## config.mk

```make
export PLATFORM = sky130hd
export DESIGN_NAME = cic_interp_var
export DESIGN_NICKNAME = d
export VERILOG_FILES = /design/src/rtl/cic_interp_var.sv
export SDC_FILE = /design/constraint.sdc
export NUM_CORES = 1
export LEC_CHECK = 0
export CORE_MARGIN = 5
export CORE_UTILIZATION = 30
export DETAILED_ROUTE_END_ITERATION = 10
export SLEW_MARGIN = 20
export SYNTH_ARGS = -nofsm -noshare
export SYNTH_HDL_FRONTEND = slang
export SYNTH_SLANG_ARGS = --single-unit
```

## constraint.sdc

```tcl
create_clock -name clk -period 10.8 [get_ports clk]
set_input_delay 2.16 -clock clk [delete_from_list [all_inputs] [get_ports clk]]
set_output_delay 2.16 -clock clk [all_outputs]
set_load 0.05 [all_outputs]
```

## src/rtl/cic_interp_var.sv

```systemverilog
// Run-time rate CIC interpolator (R = 2^rate_log2) with unity-gain output scaling,
// round-half-up, saturation, bypass, and clock-enable backpressure towards upstream.
module cic_interp_var #(
    parameter int IN_WIDTH        = 18,
    parameter int OUT_WIDTH       = 16,
    parameter int STAGES          = 4,
    parameter int DIFF_DELAY_LOG2 = 0,
    parameter int MAX_RATE_LOG2   = 4,
    localparam int RATE_W = (MAX_RATE_LOG2 > 0) ? $clog2(MAX_RATE_LOG2 + 1) : 1,
    localparam int W_INT  = IN_WIDTH + (STAGES - 1) * MAX_RATE_LOG2 + STAGES * DIFF_DELAY_LOG2
) (
    input  logic                        clk,
    input  logic                        reset,
    input  logic                        clk_enable,
    input  logic [RATE_W-1:0]           rate_log2,
    input  logic                        bypass,
    input  logic signed [IN_WIDTH-1:0]  filter_in,
    output logic signed [OUT_WIDTH-1:0] filter_out,
    output logic                        ce_out
);

    localparam int M        = 1 << DIFF_DELAY_LOG2;
    localparam int PHASE_W  = (MAX_RATE_LOG2 > 0) ? MAX_RATE_LOG2 : 1;
    localparam int WS       = W_INT + 6;
    localparam int ALIGN_L  = (OUT_WIDTH > IN_WIDTH) ? OUT_WIDTH - IN_WIDTH : 0;
    localparam int ALIGN_R  = (IN_WIDTH > OUT_WIDTH) ? IN_WIDTH - OUT_WIDTH : 0;
    localparam int SHIFT_W  = 8;

    localparam logic signed [WS-1:0] ALIGN_RND = WS'((1 << ALIGN_R) >> 1);
    localparam logic signed [WS-1:0] SAT_MAX   = WS'((1 << (OUT_WIDTH - 1)) - 1);
    localparam logic signed [WS-1:0] SAT_MIN   = WS'(-(1 << (OUT_WIDTH - 1)));

    logic [PHASE_W-1:0]         phase_q, phase_d;
    logic [RATE_W-1:0]          act_r_q, act_r_d;
    logic signed [W_INT-1:0]    comb_dly_q [STAGES][M];
    logic signed [W_INT-1:0]    comb_dly_d [STAGES][M];
    logic signed [W_INT-1:0]    u_q, u_d;
    logic signed [W_INT-1:0]    integ_q [STAGES];
    logic signed [W_INT-1:0]    integ_d [STAGES];
    logic signed [OUT_WIDTH-1:0] filter_out_q, filter_out_d;

    logic signed [W_INT-1:0]    comb_x [STAGES+1];
    logic [RATE_W-1:0]          rate_clamped;
    logic [PHASE_W-1:0]         rate_mask;
    logic                       phase_wrap;
    logic [SHIFT_W-1:0]         shift_amt;
    logic [WS-1:0]              scale_rnd;
    logic signed [WS-1:0]       scaled;

    // Align a value of input significance to the output width, then clip.
    function automatic logic signed [OUT_WIDTH-1:0] sat_align(input logic signed [WS-1:0] val);
        logic signed [WS-1:0] aligned;
        aligned = ((val + ALIGN_RND) >>> ALIGN_R) <<< ALIGN_L;
        if (aligned > SAT_MAX) begin
            aligned = SAT_MAX;
        end else if (aligned < SAT_MIN) begin
            aligned = SAT_MIN;
        end
        return signed'(aligned[OUT_WIDTH-1:0]);
    endfunction

    always_comb begin
        rate_clamped = (rate_log2 > RATE_W'(MAX_RATE_LOG2)) ? RATE_W'(MAX_RATE_LOG2) : rate_log2;
        rate_mask    = PHASE_W'((32'd1 << act_r_q) - 32'd1);
        phase_wrap   = (phase_q == rate_mask);
        ce_out       = clk_enable & ~reset & (bypass | phase_wrap);
    end

    // Comb section sits in front of the zero-stuffer, so it only sees low-rate samples.
    always_comb begin
        comb_x[0] = W_INT'(filter_in);
        for (int k = 0; k < STAGES; k++) begin
            comb_x[k+1] = comb_x[k] - comb_dly_q[k][M-1];
        end
    end

    // Gain of the active rate is R^(N-1) * M^N, a power of two, so normalising is a shift.
    always_comb begin
        shift_amt = SHIFT_W'(STAGES - 1) * SHIFT_W'(act_r_q) + SHIFT_W'(STAGES * DIFF_DELAY_LOG2);
        scale_rnd = (WS'(1) << shift_amt) >> 1;
        scaled    = (WS'(integ_q[STAGES-1]) + signed'(scale_rnd)) >>> shift_amt;
    end

    always_comb begin
        phase_d      = phase_q;
        act_r_d      = act_r_q;
        comb_dly_d   = comb_dly_q;
        u_d          = u_q;
        integ_d      = integ_q;
        filter_out_d = filter_out_q;

        if (clk_enable) begin
            if (bypass) begin
                phase_d = '0;
                act_r_d = rate_clamped;
                u_d     = '0;
                for (int k = 0; k < STAGES; k++) begin
                    integ_d[k] = '0;
                    for (int m = 0; m < M; m++) begin
                        comb_dly_d[k][m] = '0;
                    end
                end
                filter_out_d = sat_align(WS'(filter_in));
            end else begin
                if (phase_q == '0) begin
                    for (int k = 0; k < STAGES; k++) begin
                        comb_dly_d[k][0] = comb_x[k];
                        for (int m = 1; m < M; m++) begin
                            comb_dly_d[k][m] = comb_dly_q[k][m-1];
                        end
                    end
                    u_d = comb_x[STAGES];
                end else begin
                    u_d = '0;
                end

                integ_d[0] = integ_q[0] + u_q;
                for (int k = 1; k < STAGES; k++) begin
                    integ_d[k] = integ_q[k] + integ_q[k-1];
                end

                filter_out_d = sat_align(scaled);

                // A new rate only takes hold at the wrap, so the phase always restarts cleanly.
                if (phase_wrap) begin
                    phase_d = '0;
                    act_r_d = rate_clamped;
                end else begin
                    phase_d = phase_q + PHASE_W'(1);
                end
            end
        end
    end

    always_ff @(posedge clk) begin
        if (reset) begin
            phase_q      <= '0;
            act_r_q      <= rate_clamped;
            u_q          <= '0;
            filter_out_q <= '0;
            for (int k = 0; k < STAGES; k++) begin
                integ_q[k] <= '0;
                for (int m = 0; m < M; m++) begin
                    comb_dly_q[k][m] <= '0;
                end
            end
        end else begin
            phase_q      <= phase_d;
            act_r_q      <= act_r_d;
            u_q          <= u_d;
            filter_out_q <= filter_out_d;
            integ_q      <= integ_d;
            comb_dly_q   <= comb_dly_d;
        end
    end

    assign filter_out = filter_out_q;

endmodule

```

# Word-level counts from Yosys, hierarchy flattened
# Index checks and enable logic that the tools add are counted.
# word_totals
regBits,293
in_bits,25
output_inout_bits,17
wordCells,62
# op_classes
addsub,13
mul,1
n_lt_le_gt_ge,5
n_eq_ne,1
shift,3
muxes,17
bitwise_logic,4
n_reduce_logical,6
# op_table
op,n
$mux W120,3
$add A30 B30 Y30,4
$sub A30 B30 Y30,3
$mux W16,5
$mux W30,2
$add A30 B36 Y36,1
$add A36 B3 Y36 const B,1
$shl A1 B5 Y36 const A,1
$sshr A36 B5 Y36,1
$gt A34 B16 Y1 const B,1
$lt A34 B16 Y1 const B,1
$sub A18 B30 Y30,1
$add A18 B3 Y19 const B,1
$gt A17 B16 Y1 const B,1
$lt A17 B16 Y1 const B,1
$mux W3,5
$mux W4,2
$mul A2 B3 Y5 const A,1
$add A4 B1 Y4 const B,1
$eq A4 B4 Y1,1
$logic_not A4 Y1,1
$reduce_and A2 Y1,2
$reduce_bool A2 Y1,2
$shl A1 B3 Y4 const A,1
6 further kinds,7

# Longest topological paths before layout
# Gate-level depths: netlist of run 1.
# logic_depth
ltp_word,9
depth_mapped,43
mapped_depth_nobuf,43

# Worst setup path after synthesis of run 1
# No wires, ideal clock.
# synth_timing
path_kind,in2reg
from,input filter_in[0]
to,register u_q[29]
setup_time_ps,117
arrival_time_ps,9234
required_time_ps,10683
setup_slack_ps,1449
stages,39
path_buffers,0
path_cell_list,inv_1 -> ha_1 -> fa_1 -> nor2b_1 -> o21ai_0 -> a21boi_0 -> o21ai_0 -> a21boi_0 -> o21ai_0 -> a21boi_0 -> o21ai_0 -> a21boi_0 -> o21ai_0 -> a21oi_1 -> o21ai_0 -> nand2b_1 -> a21oi_1 -> xnor2_1 -> [... 3 more ...] -> or2_2 -> nor2b_1 -> o21ai_0 -> a21boi_0 -> ha_1 -> or3_1 -> o21ai_0 -> xnor2_1 -> ha_1 -> a21o_1 -> o41ai_1 -> o21ai_0 -> or4_1 -> a31o_2 -> a21oi_1 -> xnor2_1 -> xnor2_1 -> a22o_1
# synth_between
elab_chain_cells,6
# synth_lines
item,line_no,text
start: declaration,17,"input logic signed [IN_WIDTH-1:0] filter_in,"
$sub A18 B30 Y30,73,comb_x[k+1] = comb_x[k] - comb_dly_q[k][M-1];
$sub A30 B30 Y30 (3 in a row),73,
$mux W30,105,if (phase_q == '0) begin
$mux W30,93,if (bypass) begin
end signal: assignment,150,u_q <= u_d;
end: declaration,37,"logic signed [W_INT-1:0] u_q, u_d;"
# Every way passes these cells.
# A chain may end at the register's enable or synchronous reset.

# Final worst setup path of run 1
# Ends and elaborated chain as after synthesis.

==> flow_summary.ini, run 1 <==
[worst_setup_path]
required_ns = 11.21
critPathMaxFanout = 5
crit_top_cell = o21ai_0
crit_path_start_kind = primary input
critPathKind = in -> reg
path_buf_inv = 2
crit_arrival_ns = 10.40
critical_path.max_stage_delay_ns = 0.47
cp_top_family = compound AO/OA/AOI/OAI gates
critical-path-slowest-cell = clkdlybuf4s50_1
crit_cells = 41
worstRegToRegCells = 39
worstSetupEndpointType = register

[synthesis]
syn-num-nets = 3604
ys_ff_latch = 281
synth-edff-count = 3
ys_types = 104
yosys_warnings = 0
avgSynthCellArea_um2 = 7.580
synthesis.area_um2 = 25240
yosysSeqAreaShare = 0.2240
ys_async_sr_fraction = 0
synth-main-ff-cell = dfxtp_1
netlist_instances = 3330

[layout]
n_antenna_cell = 0
final_cell_area_um2 = 27740
final_cell_mix = nor2_1 (453), dfxtp_1 (278), ha_1 (240), nand2_1 (231), a22oi_1 (201)
syn_to_final_growth_pct = 9.908
final_nets = 3550
drive_above_1_share = 0.05365
final_cells = 4379
postLayoutCoreUtil = 0.3320
layout_commonest_cell = nor2_1

[clock_tree]
clkSinkCount = 281
cts_buffers = 35
clockRootBuffer = clkbuf_16
cts_max_level = 2
ctsResizeCount = 0
cts_buffer_depth = 3
postCtsHoldBufs = 0
post_cts_buffers = 0
clk_latency_ns = 0.54
cts_tree = built
path_clk_slew_ns = 0.06

[power_and_ir_drop]
power_density_nw_per_um2 = 194.1
peakVddDrop_mv = 0.1941
power_leakage_nw = 10.94
power.total_w = 0.005385

[sta]
maxSlewHeadroom = 0.2734
hold_violations = 0
worst_slew_pin_slew_ns = 1.090
layout_min_cycle_time_ns = 9.987
setup_violations = 0
tns_ns = 0
slew_violations = 0
finalCritPeriodShare = 0.9248
rsz0062_at_grt = no
clock.fmax_ghz = 0.1001
clock_skew_ns = 0.02618

[run_status]
status = complete, no violations

[worst_hold_path]
min_path_cells = 2
hold_path_class = reg -> reg

[global_route]
grt_pass1_vias = 22009
top_usage_layer = met2
grt_use_total = 0.1528
grt_use_met3 = 0.01762
antenna_found_initial = 0
use_met1 = 0.2184
grt_start_max_net_pins = 99
global_route.usage.met2 = 0.2408
overflow = 0
grt_pass1_wl_mm = 116.8

[route]
vias = 23920
final_antenna_net_count = 0
drt_pass1_iterations = 6
drt_iter0_drc = 2113
wire_per_inst_um = 16.34
via_per_inst = 5.462
drt_wl_total_mm = 71.56
drc = 0

[die]
start_util = 0.3021
io_pins = 42
fp.coreArea_um2 = 83560
die_w_um = 300.1
die_h_um = 300.1
rows = 106
fp.dieArea_um2 = 90050

[placement]
place_inst = 4319
port_buffers = 41
placed_area_um2 = 26610
routabilityCongestion = 0.9504
place_hpwl_mm = 53.25

[flow_run]
maxCapViolations = 0
-- logic make-up after synthesis --
group,synth area share
buffers and inverters,0.05517
muxes,0.01884
adders and majority gates,0.1261
DFF,0.2240
AOI/OAI and AO/OA,0.2763
xor gates and xnor gates,0.08084
and+or+nand+nor,0.2187
-- layer usage --
metal	vias up	part of all wire
met2	640	0.43
li1	12055	-
met4	0	0.032
met5	-	0
met1	11081	0.48
met3	144	0.052
-- synth_stat cells (all sizes together) (10+ instances only) --
library cell,instances,area share
a31oi,46,0.012
dfxtp,278,0.22
nand2,231,0.034
xor2,65,0.023
o21a,37,0.011
xnor2,168,0.058
a211o,16,0.0056
a2111oi,11,0.0043
nor4,17,0.0047
nand3,99,0.021
o22ai,15,0.0037
mux2,10,0.0045
nor2b,42,0.010
a21o,47,0.014
a21boi,18,0.0054
o31ai,25,0.0084
and3,43,0.011
a32oi,11,0.0038
o2111ai,11,0.0038
o211ai,31,0.0094
o21ai,155,0.031
nor3,108,0.022
a21oi,202,0.040
nand2b,34,0.0084
a22o,23,0.0080
inv,181,0.027
and2,22,0.0055
ha,240,0.12
clkbuf,123,0.018
nand4,18,0.0047
mux2i,25,0.0099
a22oi,201,0.060
buf,43,0.0095
or3,44,0.011
a211oi,35,0.011
or2,22,0.0055
nor2,456,0.068
o21bai,26,0.0077
-- final cells by class --
cell class	instances	area, um2
clock buffer	53	1044
multi-input combinational	2699	18270
inverter	184	693.2
sequential	281	5655
fill	8892	55810
timing repair buffer	75	669.4
clock inverter	7	63.81
tap	1080	1351
-- registers in the layout, indices dropped and copies added, names as in the netlist --
name        count
integ_q       120
act_r_q         3
filter_out     16
phase_q         4
u_q            30
comb_dly_q    108
-- where the power goes --
group	switching [W]	total (W)	leakage [nW]	internal, W
clock	0.000460	0.00115	0.551	0.000687
combinational	0.00174	0.00302	8.11	0.00129
sequential	0.0000710	0.00121	2.29	0.00114
-- metrics by stage --
| stage | worst slack, ns | hold WS, ns |
|---|---|---|
| floorplan | 1.449 | 0.4265 |
| global placement | 0.1434 | 0.4429 |
| detailed placement | 0.08434 | 0.4472 |
| CTS | 0.5876 | 0.4556 |
| global route | 0.01794 | 0.4766 |
| finish | 0.8126 | 0.4551 |
-- worst min-delay path: stages, from the launching register on --
cell,delay (ns)
dfxtp_1,0.31
nand2_1,0.05
a21oi_1,0.05
-- path summary, 6_finish.rpt --
path,slack [ns],from,to
min reg2reg,0.46,comb_dly_q[83],comb_dly_q[83]
max,0.81,filter_in[0],u_q[29]
max reg2reg,2.66,comb_dly_q[90],u_q[29]
min,0.46,comb_dly_q[83],comb_dly_q[83]
(Power assumes the default switching activity.)
==> run 2: changes to the inputs <==
--- a/config.mk
+++ b/config.mk
@@ -5,9 +5,11 @@
 export SDC_FILE = /design/constraint.sdc
 export NUM_CORES = 1
 export LEC_CHECK = 0
+export CAP_MARGIN = 20
 export CORE_MARGIN = 5
-export CORE_UTILIZATION = 30
+export CORE_UTILIZATION = 60
 export DETAILED_ROUTE_END_ITERATION = 10
+export PLACE_DENSITY = 0.77
 export SLEW_MARGIN = 20
 export SYNTH_ARGS = -nofsm -noshare
 export SYNTH_HDL_FRONTEND = slang
==> run 2 against run 1 <==
Compared with the run above:
- largest power group unchanged
- setup slack worse by 0.082 ns
- critical endpoint unchanged
- maximum frequency is 0.81% lower
- largest cell class unchanged
- non-clock buffer count is 1 lower
- cell area is 2.6% lower
- wire length is 4.0% higher
- flip-flop and latch count stayed put
- register-to-register slack worse by 0.14 ns
- first-iteration DRC count is 13% higher
- clock power hardly changed
==> flow_summary.ini, run 2 (synthesized netlist as in run 1, its figures left out) <==
[route]
drt_iter0_drc = 2381
drc = 0
wire_per_inst_um = 19.42
final_antenna_net_count = 0
drt_wl_total_mm = 74.45
via_per_inst = 6.474
vias = 24814
drt_pass1_iterations = 6

[layout]
final_cell_area_um2 = 27040
final_nets = 3544
syn_to_final_growth_pct = 7.103
final_cells = 3833
n_fill_cell = 3600
seq_area_um2 = 5655
largest_reg_flops = 120
postLayoutCoreUtil = 0.6474
n_antenna_cell = 0
multiInputGateArea_um2 = 18260
layout_commonest_cell = nor2_1
final_cell_mix = nor2_1 (453), dfxtp_1 (278), ha_1 (240), nand2_1 (231), a22oi_1 (201)
largest-register = integ_q
reg_top3 = integ_q: 120 flops, comb_dly_q: 108 flops, u_q: 30 flops
drive_above_1_share = 0.05343

[global_route]
grt_pass1_vias = 23459
grt_start_max_net_pins = 112
overflow = 0
antenna_found_initial = 0
grt_use_total = 0.3070
grt_pass1_wl_mm = 120.8

[power_and_ir_drop]
power_density_nw_per_um2 = 200.3
power_leakage_nw = 10.92
peakVddDrop_mv = 0.2160

[sta]
setup_violations = 0
maxSlewHeadroom = 0.2721
worst_slew_pin_slew_ns = 1.087
clock_skew_ns = 0.04945
hold_slack_ns = 0.4548
rsz0062_at_grt = no
finalCritPeriodShare = 0.9323
clock.fmax_ghz = 0.09931
tns_ns = 0
hold_violations = 0
slew_violations = 0
layout_min_cycle_time_ns = 10.07

[die]
io_pins = 42
die_w_um = 215.1
die_h_um = 215.1
fp.dieArea_um2 = 46270
rows = 75
start_util = 0.6045
fp.coreArea_um2 = 41760

[clock_tree]
cts_buffer_depth = 3
clk_latency_ns = 0.62
path_clk_slew_ns = 0.07
clkSinkCount = 281
cts_buffers = 30
ctsResizeCount = 0
cts_tree = built
cts_max_level = 1
postCtsHoldBufs = 0
post_cts_buffers = 0
clockRootBuffer = clkbuf_16

[worst_setup_path]
crit_path_start_kind = primary input
critical_path.max_stage_delay_ns = 0.47
critPathMaxFanout = 5
crit_arrival_ns = 10.58
worstSetupEndpointType = register
crit_top_cell = o21ai_0
reg2reg_from = comb_dly_q[90]
critPathKind = in -> reg
critical-path-slowest-cell = clkdlybuf4s50_1
r2r-end = u_q[29]
reg2reg_slack_ns = 2.52
required_ns = 11.31
worstRegToRegCells = 41

[placement]
place_inst = 3777
routabilityCongestion = 0.9421
port_buffers = 41
place_hpwl_mm = 55.65
placed_area_um2 = 25930

[flow_run]
maxCapViolations = 0

[run_status]
status = complete, no violations

[worst_hold_path]
min_to = comb_dly_q[84]
hp-start = comb_dly_q[84]
hold_path_class = reg -> reg
min_path_cells = 2
run 2: changes by cell type in the layout (fill, tap and decap cells not counted), moves of 2 or more:
cell        delta
clkinv_2       +4
bufinv_16      +5
clkbuf_16      -5
clkbuf_1       -5
buf_6          +2
clkbuf_8       -8
buf_4          -3
clkinvlp_4     +3
run 2: critical path, delay by kind of cell:
kind | cells | cell delay, ns
adder cells (fa/ha/maj) | 5 | 1.52
buffers and inverters | 3 | 0.67
AND/OR/NAND/NOR | 7 | 1.52
XOR/XNOR | 5 | 0.74
AO/OA/AOI/OAI | 23 | 3.95
run 2: how the worst max path moves through the flow:
stage	startpoint	endpoint	slack (ns)	cells after the start
after floorplan	filter_in[0]	u_q[29]	1.45	39
after global placement	filter_in[0]	u_q[29]	0.31	40
after detailed placement	filter_in[0]	u_q[29]	-0.08	40
after CTS	filter_in[0]	u_q[29]	0.51	40
after global routing	filter_in[0]	u_q[29]	0.04	41
final	filter_in[0]	u_q[29]	0.73	43
run 2: final cells by class:
class                      instances  share of cell area
clock buffer                      35             0.02920
clock inverter                    21             0.01092
inverter                         184             0.02564
multi-input combinational       2699              0.6754
sequential                       281              0.2092
tap                              539             0.02494
timing repair buffer              74             0.02476
run 2: report_power, final:
group	internal, W	total [W]	switching (W)	leakage, nW
combinational	0.00129	0.00307	0.00178	8.10
sequential	0.00114	0.00121	0.0000701	2.29
clock	0.000671	0.00113	0.000464	0.528
run 2: routing by layer:
| layer | routed length, um | vias to the layer above | GRT usage |
|---|---|---|---|
| li1 | - | 12045 | - |
| met4 | 2536 | 0 | 0.09857 |
| met2 | 35210 | 807 | 0.5255 |
| met3 | 4421 | 162 | 0.03954 |
| met1 | 32280 | 11800 | 0.4043 |
| met5 | 0 | - | 0 |
run 2: per-stage QoR:
stage	setup slack (ns)	power, W
floorplan	1.449	0.003606
global placement	0.3133	0.004156
detailed placement	-0.07570	0.004249
CTS	0.5094	0.005402
global route	0.03734	0.005839
finish	0.7307	0.005415
==> run 3: changes to the inputs <==
--- a/config.mk
+++ b/config.mk
@@ -5,6 +5,7 @@
 export SDC_FILE = /design/constraint.sdc
 export NUM_CORES = 1
 export LEC_CHECK = 0
+export ABC_AREA = 1
 export CAP_MARGIN = 20
 export CORE_MARGIN = 5
 export CORE_UTILIZATION = 60
==> run 3 against run 2 <==
Compared with the run above:
- clock power up 12%
- cell area is 0.21% higher
- cell count increased by 18%
- clock skew down 0.037 ns
- utilization up 0.28 points
- first-iteration DRC count shrank 15%
- critical path depth up 1
- critical path type unchanged
- worst hold slack better by 0.0058 ns
- sequential share of layout area about the same
- largest cell class unchanged
==> flow_summary.ini, run 3 <==
[sta]
maxSlewHeadroom = 0.2878
setup_violations = 0
clock.fmax_ghz = 0.1069
tns_ns = 0
clock_skew_ns = 0.01248
finalCritPeriodShare = 0.8660
worst_slew_pin_slew_ns = 1.068
rsz0062_at_grt = no
layout_min_cycle_time_ns = 9.353
hold_violations = 0
slew_violations = 0

[clock_tree]
cts_buffers = 35
ctsResizeCount = 0
postCtsHoldBufs = 0
post_cts_buffers = 0
path_clk_slew_ns = 0.06
cts_max_level = 2
clockRootBuffer = clkbuf_16
cts_tree = built
clkSinkCount = 281
clk_latency_ns = 0.55
cts_buffer_depth = 3

[layout]
final_cells = 4520
final_nets = 4232
postLayoutCoreUtil = 0.6503
largest-register = integ_q
largest_reg_flops = 120
drive_above_1_share = 0.05878
final_cell_mix = nand2_1 (1,126), a21oi_1 (575), inv_1 (413), nand3_1 (360), dfxtp_1 (278)
n_antenna_cell = 0
layout_commonest_cell = nand2_1
syn_to_final_growth_pct = 7.790
reg_top3 = integ_q: 120 flops, comb_dly_q: 108 flops, u_q: 30 flops

[worst_setup_path]
crit_top_cell = nand2_1
crit_arrival_ns = 9.83
required_ns = 11.27
critical-path-slowest-cell = clkdlybuf4s50_1
crit_path_start_kind = primary input
critical_path.max_stage_delay_ns = 0.48
critPathKind = in -> reg
critPathMaxFanout = 6
worstSetupEndpointType = register

[global_route]
grt_pass1_wl_mm = 108.9
grt_use_total = 0.2721
top_usage_layer = met2
grt_pass1_vias = 22898
global_route.usage.met2 = 0.4534
antenna_found_initial = 0
grt_start_max_net_pins = 168
grt_use_met3 = 0.02993
overflow = 0
use_met1 = 0.3641

[synthesis]
ys_async_sr_fraction = 0
synth_top_area_share = 0.2214
avgSynthCellArea_um2 = 6.290
ys_types = 56
netlist_instances = 3996
yosys_warnings = 0
syn-num-nets = 4270
synth_area_leaders = dfxtp_1 (22%), nand2_1 (17%), ha_1 (12%)
ys_ff_latch = 281
synthesis.area_um2 = 25140
synth-edff-count = 3
synth-main-ff-cell = dfxtp_1
synth.most_common_cell = nand2_1
yosysSeqAreaShare = 0.2250
synthTopCellsByCount = nand2_1 (1,127), a21oi_1 (576), inv_1 (413), nand3_1 (360), dfxtp_1 (278)
yosysTopAreaCell = dfxtp_1

[power_and_ir_drop]
power.total_w = 0.005420
peakVddDrop_mv = 0.2462
power_leakage_nw = 12.17
power_density_nw_per_um2 = 200.0

[placement]
place_hpwl_mm = 48.22
port_buffers = 41
place_inst = 4460
routabilityCongestion = 0.9361

[die]
die_h_um = 214.7
io_pins = 42
die_w_um = 214.7
fp.coreArea_um2 = 41670
rows = 75
fp.dieArea_um2 = 46090
start_util = 0.6033

[flow_run]
maxCapViolations = 0

[route]
drt_wl_total_mm = 64.55
wire_per_inst_um = 14.28
drt_iter0_drc = 2035
drt_pass1_iterations = 6
vias = 25089
final_antenna_net_count = 0
via_per_inst = 5.551
drc = 0

[worst_hold_path]
hold_path_class = reg -> reg

[run_status]
status = complete, no violations
run 3: changes by cell type after synthesis, sizes merged, moves of 124 or more:
cell   change
nand2    +932
inv      +243
a22oi    -201
nand3    +286
a21oi    +385
xnor2    -124
nor2     -249
run 3: cells by family (layout without fill, tap and decap cells):
logic type / Yosys count / in the layout / synth area share
compound gates: 926 / 926 / 0.1979
simple gates: 1855 / 1855 / 0.3216
buf+inv: 562 / 547 / 0.08597
flops: 281 / 281 / 0.2250
fa+ha+maj: 249 / 249 / 0.1266
xor+xnor: 123 / 123 / 0.04286
run 3: cell type report:
cell class / instances / area [um2]
Multi-Input combinational cell: 3153 / 17350
Fill cell: 3942 / 14570
Sequential cell: 281 / 5655
Inverter: 429 / 1613
Clock buffer: 45 / 1003
Tap cell: 539 / 674.4
Timing Repair Buffer: 58 / 559.3
Clock inverter: 15 / 240.2
run 3: routing by layer:
layer	share of wire	up-vias	wire length, um
met4	0.037	0	2393
met1	0.46	11139	29770
met2	0.45	590	29190
met3	0.050	131	3198
li1	-	13229	-
met5	0	-	0
run 3: worst paths after layout:
| kind | to | slack, ns | depth (start not counted) | startpoint |
|---|---|---|---|---|
| worst max-delay path | u_q[29] | 1.45 | 44 | filter_in[0] |
| worst min register to register | comb_dly_q[95] | 0.46 | 2 | comb_dly_q[95] |
| worst max register to register | u_q[29] | 3.30 | 42 | comb_dly_q[90] |
| worst min-delay path | comb_dly_q[95] | 0.46 | 2 | comb_dly_q[95] |
run 3: stage by stage:
step / hold WS [ns] / setup slack (ns) / instance area (um2)
floorplan: 0.4409 / 2.349 / 25140
global placement: 0.4491 / 1.146 / 25850
detailed placement: 0.4545 / 0.9866 / 25850
CTS: 0.4636 / 1.542 / 27090
global route: 0.4821 / 0.6389 / 27090
finish: 0.4606 / 1.447 / 27090
run 3: where the power goes:
| part | total (W) | internal, W | switching (W) |
|---|---|---|---|
| clock network | 0.00127 | 0.000799 | 0.000468 |
| logic | 0.00294 | 0.00107 | 0.00187 |
| registers | 0.00121 | 0.00114 | 0.0000698 |
run 3: critical path: cells and delay by family:
kind | cells | cell delay [ns]
adders and majority gates | 5 | 1.56
AOI/OAI and AO/OA | 15 | 2.89
and+or+nand+nor | 18 | 2.16
xor gates and xnor gates | 2 | 0.37
buffers and inverters | 4 | 0.66
